<file path="src/rtl/input_wishbone.sv">
// -----------------------------------------------------------------------------
// input_wishbone
//   Wishbone slave that brings the board inputs (16 slide switches, 5 push
//   buttons) into the SoC. Inputs pass through a two-flop synchroniser and a
//   tick-based debouncer. Debounced button rising edges are latched in a
//   write-1-to-clear EDGE register that drives a level interrupt through a
//   per-bit enable mask.
//
//   Register map (ADR_I[3:2]):
//     0x0 SW     RO    [15:0] debounced switches
//     0x4 BTN    RO    [4:0]  debounced buttons
//     0x8 EDGE   W1C   [4:0]  button rise latch ([20:5] switch change latch
//                             when INPUT_SWITCH_EDGE_EN is defined)
//     0xC IRQ_EN RW    same width as EDGE
//
//   Optional feature macro: INPUT_SWITCH_EDGE_EN
//
// Ports:
//   CLK_I     system clock
//   RST_I     synchronous active-high reset
//   CYC_I     Wishbone cycle
//   STB_I     Wishbone strobe
//   WE_I      write enable
//   ADR_I     byte address, bits [3:2] decoded
//   DAT_I     write data
//   DAT_O     registered read data
//   ACK_O     registered single-cycle acknowledge
//   I_switch  asynchronous slide switches
//   I_button  asynchronous push buttons
//   O_irq     registered level interrupt
// -----------------------------------------------------------------------------
module input_wishbone #(
  parameter int CLOCKFREQ        = 100000000,
  parameter int SAMPLE_HZ        = 1000,
  parameter int DEBOUNCE_SAMPLES = 4
) (
  input  logic        CLK_I,
  input  logic        RST_I,
  input  logic        CYC_I,
  input  logic        STB_I,
  input  logic        WE_I,
  input  logic [3:0]  ADR_I,
  input  logic [31:0] DAT_I,
  output logic [31:0] DAT_O,
  output logic        ACK_O,
  input  logic [15:0] I_switch,
  input  logic [4:0]  I_button,
  output logic        O_irq
);

  localparam int TICK_DIV = CLOCKFREQ / SAMPLE_HZ;
  localparam int PW       = $clog2(TICK_DIV);
  localparam int CW       = $clog2(DEBOUNCE_SAMPLES + 1);
  localparam int NIN      = 21;
`ifdef INPUT_SWITCH_EDGE_EN
  localparam int EW       = 21;
`else
  localparam int EW       = 5;
`endif

  // Input vector layout: switches in [15:0], buttons in [20:16]
  logic [NIN-1:0] r_sync1;
  logic [NIN-1:0] r_sync2;
  logic [NIN-1:0] r_deb;
  logic [CW-1:0]  r_cnt [NIN];
  logic [PW-1:0]  r_presc;
  logic [EW-1:0]  r_edge;
  logic [EW-1:0]  r_irq_en;

  logic           w_tick;
  logic [NIN-1:0] w_accept;
  logic [4:0]     w_btn_rise;
  logic [EW-1:0]  w_set;
  logic [EW-1:0]  w_clr;
  logic           w_req;
  logic           w_wr;
  logic [31:0]    w_rdata;
  logic           w_unused;

  assign w_unused = ^{ADR_I[1:0], DAT_I[31:EW]};

  // Synchroniser
  always_ff @(posedge CLK_I) begin
    if (RST_I) begin
      r_sync1 <= '0;
      r_sync2 <= '0;
    end else begin
      r_sync1 <= {I_button, I_switch};
      r_sync2 <= r_sync1;
    end
  end

  // Prescaler: tick fires in the last count of each sample period
  assign w_tick = (r_presc == PW'(TICK_DIV - 1));

  always_ff @(posedge CLK_I) begin
    if (RST_I)       r_presc <= '0;
    else if (w_tick) r_presc <= '0;
    else             r_presc <= r_presc + 1'b1;
  end

  // A bit is accepted on the tick that would bring its count to
  // DEBOUNCE_SAMPLES, so the level flips and the counter clears together.
  always_comb begin
    w_accept = '0;
    for (int i = 0; i < NIN; i++) begin
      w_accept[i] = w_tick && (r_sync2[i] != r_deb[i]) &&
                    (r_cnt[i] == CW'(DEBOUNCE_SAMPLES - 1));
    end
  end

  // Debounce
  always_ff @(posedge CLK_I) begin
    if (RST_I) begin
      r_deb <= '0;
      for (int i = 0; i < NIN; i++) r_cnt[i] <= '0;
    end else if (w_tick) begin
      for (int i = 0; i < NIN; i++) begin
        if (w_accept[i]) begin
          r_deb[i] <= r_sync2[i];
          r_cnt[i] <= '0;
        end else if (r_sync2[i] != r_deb[i]) begin
          r_cnt[i] <= r_cnt[i] + 1'b1;
        end else begin
          r_cnt[i] <= '0;
        end
      end
    end
  end

  // Event sources, aligned with the cycle in which the debounced level changes
  assign w_btn_rise = w_accept[20:16] & r_sync2[20:16];
`ifdef INPUT_SWITCH_EDGE_EN
  assign w_set = {w_accept[15:0], w_btn_rise};
`else
  assign w_set = w_btn_rise;
`endif

  // Bus decode; a request is blocked in the ACK cycle
  assign w_req = CYC_I & STB_I & ~ACK_O;
  assign w_wr  = w_req & WE_I;
  assign w_clr = (w_wr && ADR_I[3:2] == 2'd2) ? DAT_I[EW-1:0] : '0;

  // Edge latch and enable; a new event wins over a simultaneous clear
  always_ff @(posedge CLK_I) begin
    if (RST_I) begin
      r_edge   <= '0;
      r_irq_en <= '0;
    end else begin
      r_edge <= (r_edge & ~w_clr) | w_set;
      if (w_wr && ADR_I[3:2] == 2'd3) r_irq_en <= DAT_I[EW-1:0];
    end
  end

  always_comb begin
    w_rdata = '0;
    case (ADR_I[3:2])
      2'd0: w_rdata[15:0]   = r_deb[15:0];
      2'd1: w_rdata[4:0]    = r_deb[20:16];
      2'd2: w_rdata[EW-1:0] = r_edge;
      2'd3: w_rdata[EW-1:0] = r_irq_en;
      default: w_rdata = '0;
    endcase
  end

  // Response and interrupt registers
  always_ff @(posedge CLK_I) begin
    if (RST_I) begin
      ACK_O <= 1'b0;
      DAT_O <= '0;
      O_irq <= 1'b0;
    end else begin
      ACK_O <= w_req;
      if (w_req && !WE_I) DAT_O <= w_rdata;
      O_irq <= |(r_edge & r_irq_en);
    end
  end

endmodule
</file>
<file path="config.mk">
export PLATFORM = sky130hd
export DESIGN_NAME = input_wishbone
export DESIGN_NICKNAME = d
export VERILOG_FILES = /design/src/rtl/input_wishbone.sv
export SDC_FILE = /design/constraint.sdc
export NUM_CORES = 1
export LEC_CHECK = 0
export BUFFER_PORTS_ARGS = -buffer_cell sky130_fd_sc_hd__buf_2
export CAP_MARGIN = 5
export CORE_ASPECT_RATIO = 0.8
export CORE_MARGIN = 2
export CORE_UTILIZATION = 52
export CTS_CLUSTER_DIAMETER = 80
export DETAILED_ROUTE_END_ITERATION = 16
export PLACE_DENSITY = 0.83
export SETUP_SLACK_MARGIN = 0.05
export SYNTH_ARGS = -nofsm -noshare
export SYNTH_HDL_FRONTEND = slang
export SYNTH_SLANG_ARGS = --single-unit
</file>
<file path="constraint.sdc">
create_clock -name CLK_I -period 2.7 [get_ports CLK_I]
set_clock_uncertainty 0.2 [all_clocks]
set_input_delay 0.135 -clock CLK_I [delete_from_list [all_inputs] [get_ports CLK_I]]
set_output_delay 0.135 -clock CLK_I [all_outputs]
set_load 0.02 [all_outputs]
</file>
# Yosys cells after proc, flatten, opt, wreduce, memory -nomap -nowiden
# Memories as Yosys holds them, arrays and structs flattened.
# Cells that the tools add are included.
# W data, S select, Z words.
totals:
  ff_bits: 108
  ramBits: 63
  output_inout_bits: 34
  word_cells: 602
  memories: 1
mem_list:
  columns: ["memory", "words", "width", "read_ports", "rd_ports_with_merged_regs", "wr", "line", "rtl"]
  rows:
  - ["r_cnt", 21, 3, 21, 0, 21, "65", "logic [CW-1:0] r_cnt [NIN];"]
op_classes:
  add_sub_neg: 22
  n_eq_ne: 46
  muxes: 362
  bitwise: 72
  n_reduce_logical: 70
ops:
  columns: ["cell", "count"]
  rows:
  - ["$mux W1", 296]
  - ["$mux W3", 63]
  - ["$add A3 B1 Y3 const B", 21]
  - ["$eq A3 B2 Y1 const B", 21]
  - ["$or A1 B1 Y1", 63]
  - ["$logic_and A1 B1 Y1", 45]
  - ["$reduce_and A2 Y1", 21]
  - ["$ne A1 B1 Y1", 21]
  - ["$pmux W5 S4", 1]
  - ["$add A17 B1 Y17 const B", 1]
  - ["$eq A17 B17 Y1 const B", 1]
  - ["$and A5 B5 Y5", 3]
  - ["$mux W11", 1]
  - ["$mux W5", 1]
  - ["$not A5 Y5", 1]
  - ["$or A5 B5 Y5", 1]
  - ["$reduce_or A5 Y1", 1]
  - ["$eq A2 B2 Y1 const B", 2]
  - ["$and A1 B1 Y1", 3]
  - ["$eq A2 B1 Y1 const B", 1]
  - ["$logic_not A2 Y1", 1]
  - ["$reduce_or A2 Y1", 1]
  - ["$logic_not A1 Y1", 1]
  - ["$not A1 Y1", 1]

# Longest topological paths before layout
logic_depth:
  ltp_word: 10
  depth_mapped: 7

# Worst setup path before layout
# Ideal clock, no wire load.
synth_timing:
  path_kind: "flip-flop to flip-flop"
  from: "reg r_presc[0]"
  to: "mem r_cnt[0][0] (netlist name), enable pin"
  setup_time_ns: 0.395
  t_arrival_ns: 1.997
  required_ns: 2.105
  path_slack_ns: 0.108
  path_stages_with_launch: 6
  cell_sequence: "dfxtp_1 -> ha_1 -> and4_1 -> nand4_1 -> nand2_1 -> buf_2"
synth_lines:
  columns: ["item", "line", "rtl"]
  rows:
  - ["from (decl)", "66", "logic [PW-1:0] r_presc;"]
  - ["from (signal assigned)", "99", "else r_presc <= r_presc + 1'b1;"]
  - ["to (decl)", "65", null]

# Final worst setup path
layout_timing:
  from: "reg ACK_O"
  to: "reg r_edge[4]"
layout_via:
  elab_chain_cells: 8
layout_lines:
  columns: ["item", "line", "rtl"]
  rows:
  - ["from (decl)", "45", "output logic ACK_O,"]
  - ["from (signal assigned)", "173", "ACK_O <= w_req;"]
  - ["$not A1 Y1", "140", "assign w_req = CYC_I & STB_I & ~ACK_O;"]
  - ["$and A1 B1 Y1", "140", null]
  - ["$and A1 B1 Y1", "141", "assign w_wr = w_req & WE_I;"]
  - ["$logic_and A1 B1 Y1", "142", "assign w_clr = (w_wr && ADR_I[3:2] == 2'd2) ? DAT_I[EW-1:0] : '0;"]
  - ["$mux W5", "142", null]
  - ["$not A5 Y5", "150", "r_edge <= (r_edge & ~w_clr) | w_set;"]
  - ["$and A5 B5 Y5", "150", null]
  - ["$or A5 B5 Y5", "150", null]
  - ["to (signal assigned)", "150", null]
  - ["to (decl)", "67", "logic [EW-1:0] r_edge;"]
# No other way between the ends.
# A chain may end at the register's enable or synchronous reset.

==> impl_metrics.ini <==
[drt]
vias = 5067
dr.pass1.iters = 5
drt_iter0_drc = 433
via_per_inst = 5.31
drt.antenna.violating_nets = 0
drt_wl_total_microns = 14500
routedWlPerCell_microns = 15.2
drc = 0

[hold_path]
hp-class = primary input to flop

[placement]
pre_cts_ws_ns = 0.546
globalplace.congestion = 0.820
place_hpwl_microns = 8700
placed_area_sq_um = 7680
io_buffers = 50

[yosys]
ys_ff_latch = 171
synth_top_cell_area_share_pct = 29.6
synth_cells = 684
yosysWarnings = 0
synth_top_flop_cell = dfxtp_1
yosysTopAreaCell = dfxtp_1
synth_edf_count = 63
syn_area_per_cell_sq_um = 10.7
async_flop_share_pct = 0
ys_types = 38
syn-cell-area_sq_um = 7300
yosysSeqAreaShare_pct = 55.5
netlist_top_cells_area = dfxtp_1 30%, edfxtp_1 26%, ha_1 7.4%, nor2_1 4.6%, xnor2_1 3.7%

[global_routing]
grt_usage_pct = 20.8
grt_max_degree = 66
grt_overflow = 0
grt_pass1_vias = 4984
use_met1_pct = 26.3
met2_usage_pct = 35.1
grt_antenna_before_repair = 0
busiest_layer = met2
met3_usage_pct = 4.89
grt_pass1_wl_microns = 23900

[layout]
multi_input_area_sq_um = 2930
final_nets = 866
fillers = 1010
design_area_sq_um = 8560
antenna_cells = 0
syn_to_final_growth_pct = 17.2
drive_above_1_share_pct = 14.7
fin_util_pct = 62.7
mostFrequentLayoutCell = dfxtp_1
final_cell_mix = 108 x dfxtp_1, 90 x nor2_1, 63 x edfxtp_1, 62 x nand2_1, 50 x buf_2
seq_area_sq_um = 4050

[sta]
final.setup.worst_slack_ns = 0.271
fmax_ghz = 0.412
drv_slew = 0
max_slew.worst_pin.slew_ns = 0.660
fin_setup_tns_ns = 0
rsz0062_at_grt = false
period_minus_slack_ns = 2.43
hold_viol_final = 0
fin_crit_sh_pct = 90.0
relSlewSlack_pct = 56.0
finalSetupViolCount = 0

[critical_path]
crit_path_end_kind = flop
crit_type = flop to flop
required_ns = 2.83
crit_fanout = 10
crit_arrival_ns = 2.56
worstSetupStartpointType = flop

[power_and_ir_drop]
leakage_nw = 3.60
p_per_area_nw_per_um2 = 643
ir_drop_uv = 513
power_report.internal_total_w = 0.00424
sw_frac_of_total_pct = 22.8
power_frac_seq_pct = 50.7
power.switching_w = 0.00126
power_frac_comb_pct = 5.3
power_frac_clock_pct = 44.0

[die]
pin_count = 96
initial_utilization_pct = 53.5
dieArea_sq_um = 15000
die_x_microns = 136
fp.dieH_microns = 110
num_rows = 38
coreArea_sq_um = 13600

[clock_network]
clock_sinks = 171
clk_path_buf_depth = 2
cts_buffers = 17
htree_levels = 4
root_buffer = clkbuf_16
cts_setup_buffers = 0
insertion_delay_ns = 0.43
cts_tree = built
clk_pin_slew_worst_paths_ns = 0.07

[status]
status = finished clean

[run]
drv_cap = 0
-- cells in the mapped netlist (2+ instances only) --
cell type / instances
nand4_1: 6
and4_1: 2
clkbuf_1: 14
o21ai_0: 5
a21oi_1: 34
and3_1: 22
nor4_1: 5
buf_4: 21
buf_2: 6
a41o_1: 21
edfxtp_1: 63
xor2_1: 4
nor2b_1: 42
dfxtp_1: 108
mux4_2: 5
inv_1: 25
ha_1: 43
nor2_1: 90
nor4b_2: 2
a32o_1: 5
xnor2_1: 31
nand3_1: 38
a21oi_2: 10
buf_1: 3
nor3_1: 4
nand2_1: 63
-- power groups by stage --
| stage | registers (W) | logic [W] | clock network, W |
|---|---|---|---|
| after global placement | 0.00284 | 0.000246 | 0 |
| after floorplan | 0.00283 | 0.000190 | 0 |
| after CTS | 0.00279 | 0.000290 | 0.00244 |
| after global routing | 0.00280 | 0.000330 | 0.00255 |
| after detailed placement | 0.00284 | 0.000253 | 0 |
| final | 0.00279 | 0.000291 | 0.00242 |
-- layout make-up --
class	instances	area share (%)
tap	180	2.63
multi-input combinational	456	34.2
clock inverter	12	1.40
timing repair buffer	89	7.78
inverter	26	1.14
clock buffer	20	5.47
sequential	171	47.4
-- state kept, by name (all words and copies together), names as in the netlist --
register / flops
r_cnt: 63
r_irq_en: 5
r_sync1: 21
O_irq: 1
r_edge: 5
ACK_O: 1
r_sync2: 21
DAT_O: 16
r_presc: 17
r_deb: 21
-- cell families (layout without fill, tap and decap cells) --
family | after synthesis | count (layout) | share of synthesized area (%)
compound gates | 78 | 78 | 7.80
other cells | 1 | 16 | 0.0514
xor+xnor | 35 | 35 | 4.20
mux | 5 | 5 | 1.54
simple gates | 279 | 279 | 18.3
fa+ha+maj | 43 | 43 | 7.37
buf+inv | 72 | 147 | 5.21
flops | 171 | 171 | 55.5
-- stage by stage --
stage | hold slack (ns) | cells | power, W
after floorplan | 0.0632 | 699 | 0.00302
after CTS | 0.0562 | 954 | 0.00552
after global routing | 0.0773 | 954 | 0.00568
final | 0.0570 | 954 | 0.00550
after global placement | 0.143 | 893 | 0.00309
after detailed placement | 0.147 | 893 | 0.00310
-- repair_timing --
item                                    CTS  global route
hold buffers                             29             0
endpoints found under the hold margin    33             0
gates resized for setup                   0             0
endpoints found under the setup margin    0             0
-- worst max-delay path, cell delays in order (launching register included) --
cell	delay, ns
dfxtp_1	0.32
nand3b_1	0.17
dlygate4sd3_1	0.57
buf_4	0.17
nor3_1	0.47
nand2_1	0.13
a32o_1	0.27
-- metal layers --
| metal | up-vias | routed length [microns] | share of wire, % |
|---|---|---|---|
| li1 | 2504 | - | - |
| met1 | 2386 | 6300 | 44 |
| met2 | 152 | 7100 | 49 |
| met3 | 25 | 769 | 5.3 |
| met4 | 0 | 302 | 2.1 |
| met5 | - | 0 | 0 |
-- path summary, 6_finish.rpt --
check | startpoint | endpoint | slack [ns] | cells past startpoint
worst max-delay path | ACK_O | r_edge[4] | 0.27 | 6
worst min register to register | r_sync1[0] | r_sync2[0] | 0.24 | 1
worst max register to register | ACK_O | r_edge[4] | 0.27 | 6
worst min-delay path | RST_I | r_deb[15] | 0.06 | 3
No activity file was read; power rests on OpenSTA's default activity.
